[config.mk]
export PLATFORM = sky130hd
export DESIGN_NAME = uart_tx_queue
export DESIGN_NICKNAME = d
export VERILOG_FILES = /design/src/rtl/uart_tx_queue_pkg.sv /design/src/rtl/uart_tx_queue_sync_fifo.sv /design/src/rtl/uart_tx_queue.sv
export SDC_FILE = /design/constraint.sdc
export NUM_CORES = 1
export LEC_CHECK = 0
export ABC_CLOCK_PERIOD_IN_PS = 6000
export CELL_PAD_IN_SITES_DETAIL_PLACEMENT = 1
export CELL_PAD_IN_SITES_GLOBAL_PLACEMENT = 1
export CORE_ASPECT_RATIO = 1.75
export CORE_MARGIN = 2
export CORE_UTILIZATION = 45
export DETAILED_ROUTE_END_ITERATION = 12
export PLACE_DENSITY_LB_ADDON = 0.1
export SETUP_SLACK_MARGIN = 0.3
export SKIP_LAST_GASP = 1
export SLEW_MARGIN = 40
export SYNTH_ARGS = -nofsm -noshare
export SYNTH_HDL_FRONTEND = slang
export SYNTH_SLANG_ARGS = --single-unit
[constraint.sdc]
create_clock -name clk -period 6 [get_ports clk]
set_clock_uncertainty 0.15 [all_clocks]
set_input_delay 1.8 -clock clk [delete_from_list [all_inputs] [get_ports clk]]
set_output_delay 1.8 -clock clk [all_outputs]
set_load 0.02 [all_outputs]
[src/rtl/uart_tx_queue_pkg.sv]
// Shared definitions for the UART transmit queue.
//   - UART register offsets and status bit positions as seen on the UART bus.
//   - Encoding of the drain FSM states.
//   - Helper that extracts the TX-busy flag from a status byte.
package uart_tx_queue_pkg;

  localparam logic [4:0] UART_REG_DATA   = 5'd0;
  localparam logic [4:0] UART_REG_STATUS = 5'd4;

  localparam int STAT_TX_BUSY  = 0;
  localparam int STAT_RX_AVAIL = 1;

  typedef enum logic [1:0] {
    ST_IDLE  = 2'd0,
    ST_POLL  = 2'd1,
    ST_SEND  = 2'd2,
    ST_GUARD = 2'd3
  } tx_state_e;

  function automatic logic stat_tx_busy(input logic [7:0] status);
    return status[STAT_TX_BUSY];
  endfunction

endpackage

[src/rtl/uart_tx_queue_sync_fifo.sv]
// sync_fifo: single-clock circular-buffer FIFO.
//   clk_i, rst_i    clock, asynchronous active-high reset
//   push_i, data_i  write request and data; ignored while full
//   pop_i           read request; ignored while empty
//   head_o          oldest entry, read from registered storage
//   full_o, empty_o status, combinational from registered pointers
//   level_o         number of stored entries (0..DEPTH)
// Pointers carry one extra wrap bit so full and empty can be told apart
// without a separate counter.
module sync_fifo #(
  parameter int DEPTH = 16,
  parameter int WIDTH = 8,
  parameter int AW    = $clog2(DEPTH)
) (
  input  logic             clk_i,
  input  logic             rst_i,
  input  logic             push_i,
  input  logic [WIDTH-1:0] data_i,
  input  logic             pop_i,
  output logic [WIDTH-1:0] head_o,
  output logic             full_o,
  output logic             empty_o,
  output logic [AW:0]      level_o
);

  logic [WIDTH-1:0] mem_q [DEPTH];
  logic [AW:0]      wptr_q, wptr_d;
  logic [AW:0]      rptr_q, rptr_d;
  logic             do_push;
  logic             do_pop;

  assign full_o  = (wptr_q[AW] != rptr_q[AW]) &&
                   (wptr_q[AW-1:0] == rptr_q[AW-1:0]);
  assign empty_o = (wptr_q == rptr_q);
  assign do_push = push_i && !full_o;
  assign do_pop  = pop_i && !empty_o;

  // Pointer difference modulo 2*DEPTH is the fill level directly.
  assign level_o = wptr_q - rptr_q;
  assign head_o  = mem_q[rptr_q[AW-1:0]];

  always_comb begin
    wptr_d = wptr_q;
    rptr_d = rptr_q;
    if (do_push) wptr_d = wptr_q + 1'b1;
    if (do_pop)  rptr_d = rptr_q + 1'b1;
  end

  always_ff @(posedge clk_i or posedge rst_i) begin
    if (rst_i) begin
      wptr_q <= '0;
      rptr_q <= '0;
    end else begin
      wptr_q <= wptr_d;
      rptr_q <= rptr_d;
    end
  end

  // Storage needs no reset: entries are only visible between the pointers.
  always_ff @(posedge clk_i) begin
    if (do_push) mem_q[wptr_q[AW-1:0]] <= data_i;
  end

endmodule

[src/rtl/uart_tx_queue.sv]
// uart_tx_queue: buffered transmit front-end for the memory-mapped UART.
//   clk, rst                       clock, asynchronous active-high reset
//   push_valid/push_data/push_ready producer byte port (valid/ready)
//   level, empty                   queue occupancy
//   u_addr, u_ren, u_wen, u_wdata  UART bus master side (registered)
//   u_rdata, u_rd_valid            UART read response
// Bytes are queued, then drained one at a time: poll the status register
// until TX is idle, write the head byte, and wait GUARD cycles so the
// UART's own busy flag has time to rise before the next poll.
//
//   state    | meaning
//   ---------+-----------------------------------------------------------
//   ST_IDLE  | nothing in flight; issue a status read when queue non-empty
//   ST_POLL  | status read issued; wait for read data
//   ST_SEND  | data write on the bus; head byte popped this cycle
//   ST_GUARD | hold-off after a write until the UART reports busy
module uart_tx_queue
  import uart_tx_queue_pkg::*;
#(
  parameter int DEPTH = 16,
  parameter int AW    = $clog2(DEPTH),
  parameter int GUARD = 2
) (
  input  logic        clk,
  input  logic        rst,
  input  logic        push_valid,
  input  logic [7:0]  push_data,
  output logic        push_ready,
  output logic [AW:0] level,
  output logic        empty,
  output logic [4:0]  u_addr,
  output logic        u_ren,
  input  logic [7:0]  u_rdata,
  input  logic        u_rd_valid,
  output logic        u_wen,
  output logic [7:0]  u_wdata
);

  localparam int GW = $clog2(GUARD + 1);
  localparam logic [GW-1:0] GUARD_LOAD = GW'(GUARD - 1);

  tx_state_e     state_q, state_d;
  logic [GW-1:0] guard_q, guard_d;
  logic [4:0]    addr_q, addr_d;
  logic          ren_q, ren_d;
  logic          wen_q, wen_d;
  logic [7:0]    wdata_q, wdata_d;

  logic          fifo_full;
  logic          fifo_empty;
  logic          fifo_pop;
  logic [7:0]    fifo_head;

  sync_fifo #(
    .DEPTH (DEPTH),
    .WIDTH (8),
    .AW    (AW)
  ) u_fifo (
    .clk_i   (clk),
    .rst_i   (rst),
    .push_i  (push_valid),
    .data_i  (push_data),
    .pop_i   (fifo_pop),
    .head_o  (fifo_head),
    .full_o  (fifo_full),
    .empty_o (fifo_empty),
    .level_o (level)
  );

  assign push_ready = !fifo_full;
  assign empty      = fifo_empty;

  // Bus outputs are registered: each strobe is set on the transition into
  // the state it belongs to, so it is high for exactly one cycle and the
  // address/data stay put between strobes.
  always_comb begin
    state_d  = state_q;
    guard_d  = guard_q;
    addr_d   = addr_q;
    ren_d    = 1'b0;
    wen_d    = 1'b0;
    wdata_d  = wdata_q;
    fifo_pop = 1'b0;

    unique case (state_q)
      ST_IDLE: begin
        if (!fifo_empty) begin
          ren_d   = 1'b1;
          addr_d  = UART_REG_STATUS;
          state_d = ST_POLL;
        end
      end
      ST_POLL: begin
        if (u_rd_valid) begin
          if (stat_tx_busy(u_rdata)) begin
            state_d = ST_IDLE;
          end else begin
            wen_d   = 1'b1;
            addr_d  = UART_REG_DATA;
            wdata_d = fifo_head;
            state_d = ST_SEND;
          end
        end
      end
      ST_SEND: begin
        // Head is non-empty here: only this FSM pops and it polled first.
        fifo_pop = 1'b1;
        guard_d  = GUARD_LOAD;
        state_d  = ST_GUARD;
      end
      ST_GUARD: begin
        if (guard_q == '0) begin
          state_d = ST_IDLE;
        end else begin
          guard_d = guard_q - 1'b1;
        end
      end
      default: state_d = ST_IDLE;
    endcase
  end

  always_ff @(posedge clk or posedge rst) begin
    if (rst) begin
      state_q <= ST_IDLE;
      guard_q <= '0;
      addr_q  <= '0;
      ren_q   <= 1'b0;
      wen_q   <= 1'b0;
      wdata_q <= '0;
    end else begin
      state_q <= state_d;
      guard_q <= guard_d;
      addr_q  <= addr_d;
      ren_q   <= ren_d;
      wen_q   <= wen_d;
      wdata_q <= wdata_d;
    end
  end

  assign u_addr  = addr_q;
  assign u_ren   = ren_q;
  assign u_wen   = wen_q;
  assign u_wdata = wdata_q;

endmodule
=== Word level (Yosys, flattened, before mapping) ===
Memory sizes are Yosys's and may differ from the RTL's. A register that Yosys moved wholly into a read port is not among the register bits.
Cells that the tools add are included.

* Reductions and logical operators: 13
* Bitwise operators: 1
* Mux-type cells: 19
* Add/sub/neg operators: 4
* Eq/ne operators: 11

{| class="wikitable"
|+ Operator list
! kind !! count
|-
| 2-to-1 mux 5 bit || 3
|-
| adder 5 x 1 -> 5 bit, second input constant || 2
|-
| 2-to-1 mux 2 bit || 5
|-
| inequality test 2 bit, second input constant || 5
|-
| one-hot mux 5 bit (2 select lines) || 1
|-
| 2-to-1 mux 1 bit || 8
|-
| one-hot mux 2 bit (4 select lines) || 1
|-
| AND reduction 3 bit || 2
|-
| equality test 5 bit || 1
|-
| subtractor 5 bit || 1
|-
| equality test 2 bit, second input constant || 2
|-
| equality test 4 bit || 1
|-
| zero test 2 bit || 2
|-
| one-hot mux 2 bit (2 select lines) || 1
|-
| AND reduction 4 bit || 1
|-
| nonzero test 2 bit || 2
|-
| logical AND 1 bit || 3
|-
| equality test 2 x 1 -> 1 bit, second input constant || 1
|-
| zero test 1 bit || 2
|-
| AND reduction 2 bit || 1
|-
| subtractor 2 x 1 -> 2 bit, second input constant || 1
|-
| inequality test 1 bit || 1
|-
| inverter 1 bit || 1
|}

* Flip-flop bits (word level): 21
* Bits in writable memories: 128
* Bits of input ports: 20
* Memories: 1

{| class="wikitable"
|+ Memory list
! memory !! depth !! width !! read ports !! clocked after Yosys merged registers in !! write ports !! line !! RTL
|-
| u_fifo.mem_q || 16 || 8 || 1 || 1 || 1 || uart_tx_queue_sync_fifo.sv:26 || <nowiki>logic [WIDTH-1:0] mem_q [DEPTH];</nowiki>
|}

=== Depth between registers and ports, before layout ===
* Word-level depth: 6
* Mapped depth: 10

=== By module ===
A second synthesis with hierarchy kept.

* Cells, all modules: 352
* Area, all modules: 6,407.4 um2

{| class="wikitable"
|+ By module, submodules not included
! module !! cells an instance !! area an instance (um2) !! seq. area each (um2) !! times used
|-
| sync_fifo || 299 || 5,691.7 || 4,093.9 || 1
|-
| uart_tx_queue || 53 || 715.7 || 375.4 || 1
|}

=== Least setup slack after synthesis ===
Ideal clock, no wire load.

* Kind: register to output
* Start point: register u_fifo.rptr_q[1]
* End point: output level[3]
* Arrival: 1.996 ns
* Data required time: 4.050 ns
* Setup slack: 2.054 ns
* Buffers on the path: 4
* Stages on the path, launching flop included: 10
* Cell sequence: dfrtp_1 -> buf_6 -> buf_12 -> buf_4 -> buf_4 -> inv_1 -> ha_1 -> a21o_1 -> a21oi_1 -> xnor2_1

* Longest elaborated chain between the ends: 1

{| class="wikitable"
|+ RTL lines
! item !! line !! RTL
|-
| start, declared || uart_tx_queue_sync_fifo.sv:28 || <nowiki>logic [AW:0] rptr_q, rptr_d;</nowiki>
|-
| start signal, assigned || uart_tx_queue_sync_fifo.sv:55 || <nowiki>rptr_q <= rptr_d;</nowiki>
|-
| subtractor 5 bit || uart_tx_queue_sync_fifo.sv:39 || <nowiki>assign level_o = wptr_q - rptr_q;</nowiki>
|-
| end, declared || uart_tx_queue.sv:29 || <nowiki>output logic [AW:0] level,</nowiki>
|}

No other way between the ends.

=== Worst setup path in the final report ===
* Start point: register u_fifo.rptr_q[3]
* End point: output empty

* Longest elaborated chain between the ends: 1

{| class="wikitable"
|+ RTL lines
! item !! line !! RTL
|-
| equality test 5 bit || uart_tx_queue_sync_fifo.sv:34 || <nowiki>assign empty_o = (wptr_q == rptr_q);</nowiki>
|-
| end, declared || uart_tx_queue.sv:30 || <nowiki>output logic empty,</nowiki>
|}

No other way between the ends.

==> results.py <==
metrics = {
    "outcome": {
        "status": "finished clean",
    },
    "sta": {
        "fin_setup_tns_ps": 0,
        "hold_violations": 0,
        "min_period_ps": 4740,
        "fmax_ghz": 0.211,
        "rsz0062_at_grt": "no",
        "tightest_slew_ps": 786,
        "setup_viol": 0,
        "final_max_slew_viol_count": 0,
        "finalCritPeriodShare_pct": 79.0,
        "relSlewSlack_pct": 47.4,
    },
    "logic_synthesis": {
        "synth_area_um2": 6290,
        "syn_avg_cell_area_um2": 16.9,
        "synth_edf_count": 128,
        "synth-seq-cells": 153,
        "ys.flop_type": "edfxtp_1",
        "ys_types": 37,
        "postSynthCellCount": 372,
        "yosys_warnings": 0,
        "yosysSeqAreaShare_pct": 71.0,
        "synthArstFlopShare_pct": 16.3,
    },
    "detailed_routing": {
        "antenna_left": 0,
        "wire_per_inst_um": 22.8,
        "drc": 0,
        "top_layer": "met4",
        "wl_met2_um": 8050,
        "dr_wl_met3_um": 240,
        "firstDrtPassIters": 4,
        "wl_um": 13800,
        "drtIter0Drc": 180,
        "via_per_inst": 5.42,
        "routed-via-count": 3262,
        "wl_met1_um": 5310,
    },
    "cts": {
        "cts_setup_buffers": 0,
        "cts_resized": 0,
        "htree_levels": 4,
        "root_buffer": "clkbuf_16",
        "cts_max_path_buffers": 2,
        "cts_tree": "yes",
        "holdBufCountCts": 0,
        "cts.sinks": 153,
        "clk-insertion-delay-late_ps": 420,
        "cts_made_buffers": 17,
        "clkTransAtPathRegs_ps": 60,
    },
    "final_layout": {
        "nFillCells": 1292,
        "n_antenna_cell": 0,
        "syn_to_final_growth_pct": 16.0,
        "final_util_pct": 53.0,
        "final_nets": 444,
        "drive_gt1_share_pct": 12.9,
    },
    "floorplanning": {
        "initial_utilization_pct": 45.7,
        "coreArea_um2": 13800,
        "io_pins": 42,
        "die_h_um": 160,
        "die-area_um2": 15000,
        "row_count": 57,
        "die_w_um": 93.4,
    },
    "placement": {
        "io_buffer_count": 30,
        "routabilityCongestion": 0.719,
        "dpl.hpwl_um": 9290,
    },
    "setup_path": {
        "crit_path_top_delay_cell": "dfrtp_1",
        "worst-setup-path-type": "register to primary output",
        "end_kind": "primary output",
        "cp-start-kind": "register",
        "cp_slowest_stage_delay_ps": 720,
        "critical_path.max_fanout": 14,
        "cp_data_arrival_time_ps": 2790,
        "critical_path_buf_inv_count": 2,
        "crit_family": "buffers and inverters",
        "worstPathRequired_ps": 4050,
        "worstPathCellList": "inv_1, ha_1, and4_1, and2_1, clkdlybuf4s50_1",
    },
    "global_routing": {
        "grt_usage_pct": 19.9,
        "grt_max_degree": 37,
        "antenna_found_initial": 0,
        "overflow": 0,
        "grt_pass1_vias": 3535,
        "grt_pass1_wl_um": 21300,
    },
    "pwr": {
        "p_leak_nw": 2.56,
        "ir_worst_vdd_mv": 0.236,
        "p_per_area_nw_per_um2": 493,
    },
    "flow_run": {
        "drv_cap": 0,
    },
    "min_path": {
        "hold_class": "register to register",
    },
}
final timing paths:
check	to	depth (start not counted)	startpoint	slack [ps]
setup / recovery	empty	5	u_fifo.rptr_q[3]	1260
hold / removal	u_wdata[5]	1	u_wdata[5]	360
setup reg to reg	u_fifo.mem_q[13][2]	6	u_fifo.rptr_q[3]	2620
hold reg to reg	u_wdata[5]	1	u_wdata[5]	360
max in group asynchronous	u_fifo.rptr_q[1]	2	rst	3680
min in group asynchronous	guard_q[0]	2	rst	1610
state kept, by name, indices dropped and copies added (netlist names), named ones only:
| register | cells |
|---|---|
| u_wdata | 8 |
| u_wen | 1 |
| u_addr | 1 |
| u_fifo.wptr_q | 5 |
| u_ren | 1 |
| u_fifo.rptr_q | 5 |
| guard_q | 2 |
| state_q | 1 |
| u_fifo.mem_q | 128 |
cells in the final DEF (no fill, tap or decap), drive strengths merged, types with 2 or more instances in the layout:
master and count:
edfxtp 128, mux2i 40, clkdlybuf4s50 30, dfrtp 25, nor2 22, o21ai 20, inv 18, clkbuf 17
mux4 16, xnor2 11, nand2 11, ha 10, o22a 8, o32a 8, buf 8, a21oi 7
clkinv 7, nor3 6, nand2b 4, nand4 4, conb 4, clkinvlp 4, nand3 3, a21o 3
xor2 2
cell type report:
type                    instances  area (µm²)  area share [%]
clock inverters                14         100            1.37
clock buffers                  17         425            5.83
flip-flops and latches        153        4470            61.2
well taps                     177         221            3.03
inverters                      15        56.3           0.771
multi-input cells             188        1670            22.8
repair buffers                 38         360            4.93
per-stage QoR:
| stage | worst slack (ps) | cell area [µm²] | hold slack (ps) | instances | total power [W] |
|---|---|---|---|---|---|
| final | 1260 | 7300 | 356 | 602 | 0.00360 |
| after global routing | 1070 | 7300 | 384 | 602 | 0.00378 |
| after CTS | 1250 | 7290 | 363 | 602 | 0.00364 |
| after detailed placement | 1720 | 6760 | 349 | 571 | 0.00269 |
| after global placement | 1680 | 6760 | 336 | 571 | 0.00266 |
| after floorplan | 2050 | 6310 | 351 | 375 | 0.00225 |
where the power goes:
group	internal, W	leakage, nW	switching (W)
registers	0.00132	1.45	0.000123
clock network	0.000526	0.247	0.000422
logic	0.000538	0.859	0.000668
total	0.00239	2.56	0.00121
worst reg2reg max path, delay by kind of cell, from the launching register on:
kind	cells	cell delay, ps
and+or+nand+nor	3	1250
DFF	1	720
AOI/OAI and AO/OA	1	380
adders and majority gates	1	360
buffers and inverters	1	130
kinds of logic after synthesis:
| kind of cell | after synthesis | synth area share (%) |
|---|---|---|
| flip-flops | 153 | 71.0 |
| other | 1 | 0.0596 |
| adder cells (fa/ha/maj) | 11 | 2.31 |
| AND/OR/NAND/NOR | 55 | 4.05 |
| AO/OA/AOI/OAI | 49 | 5.31 |
| multiplexers | 56 | 12.5 |
| XOR/XNOR | 13 | 1.81 |
| buffers and inverters | 34 | 2.96 |
layer usage:
layer | track usage (%) | vias up
met5 | 0 | -
met4 | 6.35 | 0
met3 | 3.61 | 11
met2 | 36.5 | 45
met1 | 23.1 | 1698
li1 | - | 1508
cells in the mapped netlist (6+ instances only):
| cell type | count | share of area (%) |
|---|---|---|
| mux4_2 | 9 | 3.2 |
| inv_1 | 15 | 0.89 |
| nor2_1 | 22 | 1.3 |
| mux4_1 | 7 | 2.9 |
| dfrtp_1 | 25 | 9.9 |
| o32a_1 | 8 | 1.3 |
| buf_4 | 7 | 0.83 |
| ha_1 | 10 | 2.0 |
| edfxtp_1 | 128 | 61 |
| a21oi_1 | 7 | 0.56 |
| nand2_1 | 11 | 0.66 |
| o22a_1 | 8 | 1.1 |
| mux2i_1 | 40 | 6.4 |
| nor3_1 | 6 | 0.48 |
| o21ai_0 | 20 | 1.6 |
| xnor2_1 | 11 | 1.5 |
No activity file was read; power rests on OpenSTA's default activity.
